===== src/rtl/intx_pkg.sv =====
// Shared message codes and FSM state encoding for the legacy INTx responder.
package intx_pkg;

  localparam logic [7:0] MSG_ASSERT_INTA   = 8'h20;
  localparam logic [7:0] MSG_DEASSERT_INTA = 8'h24;

  typedef enum logic [1:0] {
    IDLE = 2'd0,
    SEND = 2'd1,
    WAIT = 2'd2,
    ACK  = 2'd3
  } intx_state_e;

endpackage


===== src/rtl/legacy_intx_responder_if.sv =====
// IRQ_REQ/IRQ_ACK handshake plus message-request bus of the INTx responder.
// Counter signals exist only when INTX_STATS_EN is defined.
interface legacy_intx_responder_if #(parameter int CNT_W = 16);
  logic       IRQ_REQ;
  logic       IRQ_ACK;
  logic       INTX_DISABLE;
  logic       MSG_VALID;
  logic       MSG_READY;
  logic [7:0] MSG_CODE;
  logic       INTX_STATUS;
  logic       PROTO_ERR;
`ifdef INTX_STATS_EN
  logic [CNT_W-1:0] ASSERT_COUNT;
  logic [CNT_W-1:0] ACK_COUNT;
`endif

  modport slave (
    input  IRQ_REQ, INTX_DISABLE, MSG_READY,
    output IRQ_ACK, MSG_VALID, MSG_CODE, INTX_STATUS, PROTO_ERR
`ifdef INTX_STATS_EN
    , output ASSERT_COUNT, ACK_COUNT
`endif
  );

  modport master (
    output IRQ_REQ, INTX_DISABLE, MSG_READY,
    input  IRQ_ACK, MSG_VALID, MSG_CODE, INTX_STATUS, PROTO_ERR
`ifdef INTX_STATS_EN
    , input ASSERT_COUNT, ACK_COUNT
`endif
  );
endinterface


===== src/rtl/legacy_intx_responder.sv =====
// Converts IRQ_REQ level changes into Assert/Deassert_INTA message requests and
// returns IRQ_ACK once committed. Optional statistics counters: INTX_STATS_EN.
module legacy_intx_responder
  import intx_pkg::*;
#(
  parameter int ACK_DELAY = 4,
  parameter int CNT_W     = 16
) (
  input logic                    clk,
  input logic                    reset,
  legacy_intx_responder_if.slave bus
);

  if (ACK_DELAY < 0 || ACK_DELAY > 255 || CNT_W < 1) begin : g_param_chk
    $error("legacy_intx_responder: ACK_DELAY must be 0..255 and CNT_W >= 1");
  end

  intx_state_e state, state_d;
  logic        req_acked, req_acked_d;
  logic        ack_owed, ack_owed_d;
  logic        msg_valid, msg_valid_d;
  logic [7:0]  msg_code, msg_code_d;
  logic        intx_status, intx_status_d;
  logic        irq_ack, irq_ack_d;
  logic        proto_err;
  logic [7:0]  dly_cnt, dly_cnt_d;
  logic        target, hs;

  assign target = bus.IRQ_REQ & ~bus.INTX_DISABLE;
  assign hs     = msg_valid & bus.MSG_READY;

  always_ff @(posedge clk or posedge reset) begin
    if (reset) state <= IDLE;
    else       state <= state_d;
  end

  always_comb begin
    state_d       = state;
    req_acked_d   = req_acked;
    ack_owed_d    = ack_owed;
    msg_valid_d   = msg_valid;
    msg_code_d    = msg_code;
    intx_status_d = intx_status;
    dly_cnt_d     = dly_cnt;
    irq_ack_d     = 1'b0;
    case (state)
      IDLE: begin
        // A request change wins over a disable-driven wire change.
        if (bus.IRQ_REQ != req_acked) begin
          req_acked_d = bus.IRQ_REQ;
          ack_owed_d  = 1'b1;
          if (target != intx_status) begin
            msg_code_d  = target ? MSG_ASSERT_INTA : MSG_DEASSERT_INTA;
            msg_valid_d = 1'b1;
            state_d     = SEND;
          end else begin
            irq_ack_d = 1'b1;
            state_d   = ACK;
          end
        end else if (target != intx_status) begin
          msg_code_d  = target ? MSG_ASSERT_INTA : MSG_DEASSERT_INTA;
          msg_valid_d = 1'b1;
          ack_owed_d  = 1'b0;
          state_d     = SEND;
        end
      end
      SEND: begin
        if (hs) begin
          intx_status_d = (msg_code == MSG_ASSERT_INTA);
          msg_valid_d   = 1'b0;
          dly_cnt_d     = 8'(ACK_DELAY);
          if (ACK_DELAY > 0) begin
            state_d = WAIT;
          end else if (ack_owed) begin
            irq_ack_d = 1'b1;
            state_d   = ACK;
          end else begin
            state_d = IDLE;
          end
        end
      end
      WAIT: begin
        if (dly_cnt == 8'd0) begin
          if (ack_owed) begin
            irq_ack_d = 1'b1;
            state_d   = ACK;
          end else begin
            state_d = IDLE;
          end
        end else begin
          dly_cnt_d = dly_cnt - 8'd1;
        end
      end
      ACK: begin
        ack_owed_d = 1'b0;
        state_d    = IDLE;
      end
      default: state_d = IDLE;
    endcase
  end

  always_ff @(posedge clk or posedge reset) begin
    if (reset) begin
      req_acked   <= 1'b0;
      ack_owed    <= 1'b0;
      msg_valid   <= 1'b0;
      msg_code    <= MSG_DEASSERT_INTA;
      intx_status <= 1'b0;
      dly_cnt     <= 8'd0;
      irq_ack     <= 1'b0;
    end else begin
      req_acked   <= req_acked_d;
      ack_owed    <= ack_owed_d;
      msg_valid   <= msg_valid_d;
      msg_code    <= msg_code_d;
      intx_status <= intx_status_d;
      dly_cnt     <= dly_cnt_d;
      irq_ack     <= irq_ack_d;
    end
  end

  // Requester moved IRQ_REQ before its previous change was acknowledged.
  always_ff @(posedge clk or posedge reset) begin
    if (reset)
      proto_err <= 1'b0;
    else if ((bus.IRQ_REQ != req_acked) && ack_owed && (state != IDLE))
      proto_err <= 1'b1;
  end

  assign bus.IRQ_ACK     = irq_ack;
  assign bus.MSG_VALID   = msg_valid;
  assign bus.MSG_CODE    = msg_code;
  assign bus.INTX_STATUS = intx_status;
  assign bus.PROTO_ERR   = proto_err;

`ifdef INTX_STATS_EN
  logic [CNT_W-1:0] assert_cnt, ack_cnt;

  always_ff @(posedge clk or posedge reset) begin
    if (reset) begin
      assert_cnt <= '0;
      ack_cnt    <= '0;
    end else begin
      if (hs && (msg_code == MSG_ASSERT_INTA) && (assert_cnt != '1))
        assert_cnt <= assert_cnt + 1'b1;
      if (irq_ack && (ack_cnt != '1))
        ack_cnt <= ack_cnt + 1'b1;
    end
  end

  assign bus.ASSERT_COUNT = assert_cnt;
  assign bus.ACK_COUNT    = ack_cnt;
`endif

endmodule

===== src/flat_wrapper.sv =====
// flat-port wrapper written by rule: the top's interface ports become plain ports
module legacy_intx_responder_flat import intx_pkg::*;
#(
  parameter int ACK_DELAY = 4,
  parameter int CNT_W     = 16
)
  (clk, reset, bus_IRQ_REQ, bus_INTX_DISABLE, bus_MSG_READY, bus_IRQ_ACK, bus_MSG_VALID, bus_MSG_CODE, bus_INTX_STATUS, bus_PROTO_ERR);
  legacy_intx_responder_if #(.CNT_W(CNT_W)) bus_i ();
  input logic clk;
  input logic reset;
  input wire logic [$bits(bus_i.IRQ_REQ)-1:0] bus_IRQ_REQ;
  input wire logic [$bits(bus_i.INTX_DISABLE)-1:0] bus_INTX_DISABLE;
  input wire logic [$bits(bus_i.MSG_READY)-1:0] bus_MSG_READY;
  output wire logic [$bits(bus_i.IRQ_ACK)-1:0] bus_IRQ_ACK;
  output wire logic [$bits(bus_i.MSG_VALID)-1:0] bus_MSG_VALID;
  output wire logic [$bits(bus_i.MSG_CODE)-1:0] bus_MSG_CODE;
  output wire logic [$bits(bus_i.INTX_STATUS)-1:0] bus_INTX_STATUS;
  output wire logic [$bits(bus_i.PROTO_ERR)-1:0] bus_PROTO_ERR;
  assign bus_i.IRQ_REQ = bus_IRQ_REQ;
  assign bus_i.INTX_DISABLE = bus_INTX_DISABLE;
  assign bus_i.MSG_READY = bus_MSG_READY;
  assign bus_IRQ_ACK = bus_i.IRQ_ACK;
  assign bus_MSG_VALID = bus_i.MSG_VALID;
  assign bus_MSG_CODE = bus_i.MSG_CODE;
  assign bus_INTX_STATUS = bus_i.INTX_STATUS;
  assign bus_PROTO_ERR = bus_i.PROTO_ERR;
  legacy_intx_responder #(.ACK_DELAY(ACK_DELAY), .CNT_W(CNT_W)) u_core (.clk(clk), .reset(reset), .bus(bus_i));
endmodule

===== config.mk =====
export PLATFORM = sky130hd
export DESIGN_NAME = legacy_intx_responder_flat
export DESIGN_NICKNAME = d
export VERILOG_FILES = /design/src/rtl/intx_pkg.sv /design/src/rtl/legacy_intx_responder_if.sv /design/src/rtl/legacy_intx_responder.sv /design/src/flat_wrapper.sv
export SDC_FILE = /design/constraint.sdc
export NUM_CORES = 1
export LEC_CHECK = 0
export BUFFER_PORTS_ARGS = -buffer_cell sky130_fd_sc_hd__buf_2
export CORE_MARGIN = 2
export CORE_UTILIZATION = 40
export CTS_BUF_LIST = sky130_fd_sc_hd__clkbuf_16
export DETAILED_ROUTE_END_ITERATION = 6
export GPL_TIMING_DRIVEN = 0
export REMOVE_ABC_BUFFERS = 1
export SLEW_MARGIN = 20
export SYNTH_ARGS = -nofsm -noshare
export SYNTH_HDL_FRONTEND = slang
export SYNTH_SLANG_ARGS = --single-unit

===== constraint.sdc =====
create_clock -name clk -period 3 [get_ports clk]
set_input_delay 0.3 -clock clk [delete_from_list [all_inputs] [get_ports clk]]
set_output_delay 0.3 -clock clk [all_outputs]
set_load 0.01 [all_outputs]

### After elaboration in Yosys (flattened, before gate mapping)

Cells that the tools add are included.

| cells by class | value |
|---|---|
| multiplexer cells | 22 |
| $lt $le $gt $ge | 0 |
| divide/modulo/power cells | 0 |
| add/subtract/negate cells | 1 |
| bitwise gates (word level) | 3 |
| reduce and logical (&&, ||, !) cells | 15 |
| $mul | 0 |
| equal/unequal tests | 11 |
| shift operators | 0 |

Operators by type and width:

| operator | count |
|---|---|
| $mux 8 | 2 |
| $pmux 8 s2 | 1 |
| $mux 2 | 6 |
| $reduce_and 3->1 | 3 |
| $eq 8x6->1 const B | 1 |
| $logic_not 8->1 | 1 |
| $mux 1 | 8 |
| $pmux 2 s4 | 1 |
| $reduce_and 2->1 | 4 |
| $reduce_bool 2->1 | 4 |
| $sub 8x1->8 const B | 1 |
| $ne 2x1->1 const B | 3 |
| $pmux 1 s2 | 3 |
| $eq 2x2->1 const B | 2 |
| $mux 3 | 1 |
| $ne 3x1->1 const B | 1 |
| $and 1x1->1 | 2 |
| $eq 2x1->1 const B | 1 |
| $logic_and 1x1->1 | 2 |
| $logic_not 2->1 | 1 |
| $ne 1x1->1 | 2 |
| $ne 2x2->1 const B | 1 |
| $not 1->1 | 1 |

| word-level totals | value |
|---|---|
| memories | 0 |
| input port bits | 5 |
| latch bits | 0 |
| output and inout port bits | 12 |
| register bits after elaboration | 24 |
| RAM bits | 0 |
| word-level logic and storage cells | 61 |
| ROM bits | 0 |

### Logic depth before layout (Yosys ltp)

| logic depth | value |
|---|---|
| depth in word-level cells | 6 |
| gate-level depth with buffers | 7 |
| gate-level depth less buffers | 6 |

### Worst setup path before layout

OpenSTA, ideal clock, no wires.

| timing path | value |
|---|---|
| path type | register to register |
| start point | register u_core.state[1] |
| end point | register u_core.dly_cnt[7] |
| buffers on the path | 1 |
| period minus slack after synthesis | 1.866 ns |
| path slack | 1.134 ns |
| setup time | 0.125 ns |
| cell stages (with the launch flop) | 8 |
| required time | 2.875 ns |
| arrival time | 1.742 ns |
| cell sequence | dfrtp_1 -> inv_1 -> ha_1 -> buf_2 -> a21bo_2 -> o211ai_1 -> nor4b_1 -> mux2_2 |

| between the ends | value |
|---|---|
| word-level cells in the longest chain between the ends | 3 |
| elaborated cells between the ends (all ways) | 7 |
| those cells by class | eq/ne (4); mux (1); reduce/logical (2) |

RTL lines:

| element | line | RTL |
|---|---|---|
| from (decl) | legacy_intx_responder.sv:18 | `intx_state_e state, state_d;` |
| from (signal assigned) | legacy_intx_responder.sv:34 | `else state <= state_d;` |
| $eq 2x2->1 or $eq 2x1->1 (tied branches) | legacy_intx_responder.sv:46 | `case (state)` |
| $ne 2x2->1 (no source line), or another cell as far along | - |  |
| $reduce_and 3->1 (no source line) | - |  |
| to (signal assigned) | legacy_intx_responder.sv:117 | `dly_cnt <= dly_cnt_d;` |
| to (decl) | legacy_intx_responder.sv:26 | `logic [7:0] dly_cnt, dly_cnt_d;` |

Several ways; a longest one is shown, not always the timed one.
A chain may end at the register's enable or synchronous reset.

### Worst setup path in the final report

Same ends and word-level chain as after synthesis.

==> results.cfg <==
[pwr]
p_comb_share_pct = 48.4
switching_power_w = 0.000588
clkPwrFrac_pct = 18.4
power.total_w = 0.00142
switching_share_pct = 41.3
powerDensity_mw_per_mm2 = 1100
ir_worst_vdd_mv = 0.427
seq_power_share_pct = 33.3
p_int_w = 0.000836
cellLeakagePower_nw = 0.592

[timing]
period_needed_ns = 2.09
setup_tns_ns = 0
relSlewSlack_pct = 53.8
fin_crit_sh_pct = 69.5
slew_violations = 0
max_freq_ghz = 0.479
rsz0062_at_grt = false
timing.final.ws_setup_ns = 0.914
finalHoldViolCount = 0
finalSetupViolations = 0
worst_slew_pin_slew_ns = 0.692
clock-skew-final_ns = 0.00138

[yosys]
yosysWarnings = 0
synthTopCellsByCount = dfrtp_1 (16), nor2_1 (10), a21oi_1 (9), inv_1 (9), nand2_1 (8)
synth.distinct_cells = 45
postSynthCellCount = 129
ys_ff_latch = 17
syn_area_sq_mm = 0.00119
synth_edf_count = 0
synth.avg_cell_area_sq_um = 9.26
synthTopCellsByArea = dfrtp_1 (34%), ha_1 (7.3%), buf_4 (4.4%)
async_flop_share_pct = 100
seq_area_frac_synth_pct = 35.7
synth_area_leader_cell = dfrtp_1
synth_top_cell_area_share_pct = 33.5
ys.flop_type = dfrtp_1
synth.most_common_cell = dfrtp_1

[placed_design]
port_buffers = 9
place_area_sq_mm = 0.00122
place_inst = 162
pre_cts_ws_ns = 0.922
gp_congestion = 0.808
dp_hpwl_um = 1680

[grt]
grt_start_max_net_pins = 18
grt_antenna_before_repair = 0
grt-ovfl-total = 0
grt_pass1_wl_um = 3780
grt_pass1_vias = 863
grt_use_total_pct = 14.4

[worst_setup_path]
cp_slowest_cell = dfrtp_1
path_cells = inv_1 -> ha_1 -> a21bo_2 -> o211ai_1 -> nor4b_1 -> mux2_2
slowest_delay_ns = 0.41
endpoint_kind = register
crit_buf_inv = 1
timing.rr.end = u_core.dly_cnt[7]
crit_family = compound AO/OA/AOI/OAI gates
crit_fanout = 9
worst_ep_arrival_time_ns = 2.21
r2r-start = u_core.state[1]
cp-start-kind = register
cp.required_ns = 3.13
crit_type = register to register
r2r_cells = 6
regToRegSetupSlack_ns = 0.91

[drt]
drc_errors = 0
first_iter_violations = 12
avgRoutedWirePerCell_um = 13.5
vias = 896
drt-total-wl_um = 2240
viasPerCell = 5.40
dr.pass1.iters = 4
ant_nets = 0

[cts]
clk_pin_slew_ns = 0.05
cts_tree = yes
htreeDepth = 1
hold_buffers = 0
clock-root-buffer = clkbuf_16
clk_latency_ns = 0.24
numCtsBuffers = 3
cts_buffer_depth = 2
clock-sinks = 17
ctsResizeCount = 0
post_cts_buffers = 0

[floorplanning]
die-area_sq_mm = 0.00344
fp.dieW_um = 58.7
start_util_pct = 42.6
pin_count = 17
core_sq_mm = 0.00281
die_h_um = 58.7
rows = 19

[cells_and_area]
finalNonFillerCells = 166
antennaDiodeCount = 0
final_nets = 148
areaGrowthSynthToFinish_pct = 8.69
n_fill_cell = 291
drive_gt1_share_pct = 17.8
finish.instance_area_sq_mm = 0.00130

[outcome]
status = completed

[min_path]
hp-class = input pin to asynchronous set/reset pin

[flow_run]
drv_cap = 0
[kinds of logic (layout without fill, tap and decap cells)]
group,count (synthesis),after routing,synth area share (%)
AND/OR/NAND/NOR,41,41,21.8
adder cells (fa/ha/maj),7,7,7.33
multiplexers,7,7,6.49
flip-flops,17,17,35.7
XOR/XNOR,2,2,1.47
other,2,7,0.629
AO/OA/AOI/OAI,32,32,17.3
buffers and inverters,21,22,9.32
[power by group through the flow]
| stage | logic [W] | registers (W) | clock network (W) |
|---|---|---|---|
| 2_1_floorplan | 0.000539 | 0.000457 | 0 |
| 3_3_place_gp | 0.000663 | 0.000472 | 0 |
| 3_5_place_dp | 0.000688 | 0.000478 | 0 |
| 4_1_cts | 0.000695 | 0.000475 | 0.000269 |
| 5_1_grt | 0.000777 | 0.000498 | 0.000281 |
| 6_report | 0.000689 | 0.000474 | 0.000262 |
[how the worst max path moves through the flow]
stage	start	endpoint	slack (ns)	cells past startpoint
floorplan	u_core.state[1]	u_core.dly_cnt[7]	1.17	6
global placement	u_core.state[1]	u_core.dly_cnt[7]	1.0	6
detailed placement	u_core.state[1]	u_core.dly_cnt[7]	0.92	6
CTS	u_core.state[1]	u_core.dly_cnt[7]	0.93	6
global route	u_core.state[1]	u_core.dly_cnt[7]	0.75	6
finish	u_core.state[1]	u_core.dly_cnt[7]	0.91	6
[cells in the final DEF (no fill, tap or decap), types with 2 or more instances in the layout]
master / count
inv_1: 10
dfrtp_1: 16
conb_1: 7
ha_1: 7
o21ai_0: 7
mux2_2: 2
nor3_1: 2
or4_1: 2
a31oi_1: 4
or3_1: 2
o31ai_1: 2
nand2_1: 8
nand3b_1: 2
clkbuf_16: 3
a21oi_1: 9
nand4b_1: 2
buf_2: 9
mux2i_1: 4
o2bb2ai_1: 2
nor2b_1: 2
nor2_1: 10
[sequential cells by signal, indices dropped and copies added (netlist names)]
signal and count:
u_core.req_acked 1, u_core.dly_cnt 8, u_core.ack_owed 1, u_core.bus.PROTO_ERR 1, u_core.bus.IRQ_ACK 1, u_core.bus.MSG_CODE 1
u_core.bus.MSG_VALID 1, u_core.state 2, u_core.bus.INTX_STATUS 1
[routing by layer]
metal	up-vias	track usage, %	wire (um)
met4	0	3.90	15
met1	428	19.9	1100
met5	-	0	0
met2	13	22.8	1040
met3	2	3.30	86
li1	453	-	-
[per-stage QoR]
stage | hold WS [ns] | util, %
CTS | 0.179 | 46.3
detailed placement | 0.440 | 43.5
global route | 0.208 | 46.3
floorplan | 0.225 | -
global placement | 0.438 | 43.5
finish | 0.155 | 46.3
[final cells by class]
type	count	area (sq um)	area share (%)
Clock inverter	1	3.75	0.289
Sequential cell	17	427	32.9
Multi-Input combinational cell	96	676	52.0
Inverter	9	33.8	2.60
Clock buffer	3	75.1	5.78
Tap cell	31	38.8	2.99
Timing Repair Buffer	9	45.0	3.47
[worst reg2reg max path: stages (launching register included)]
cell      delay [ns]
dfrtp_1         0.41
inv_1           0.10
ha_1            0.30
a21bo_2         0.26
o211ai_1        0.17
nor4b_1         0.36
mux2_2          0.37
No activity file was read; power rests on OpenSTA's default activity.
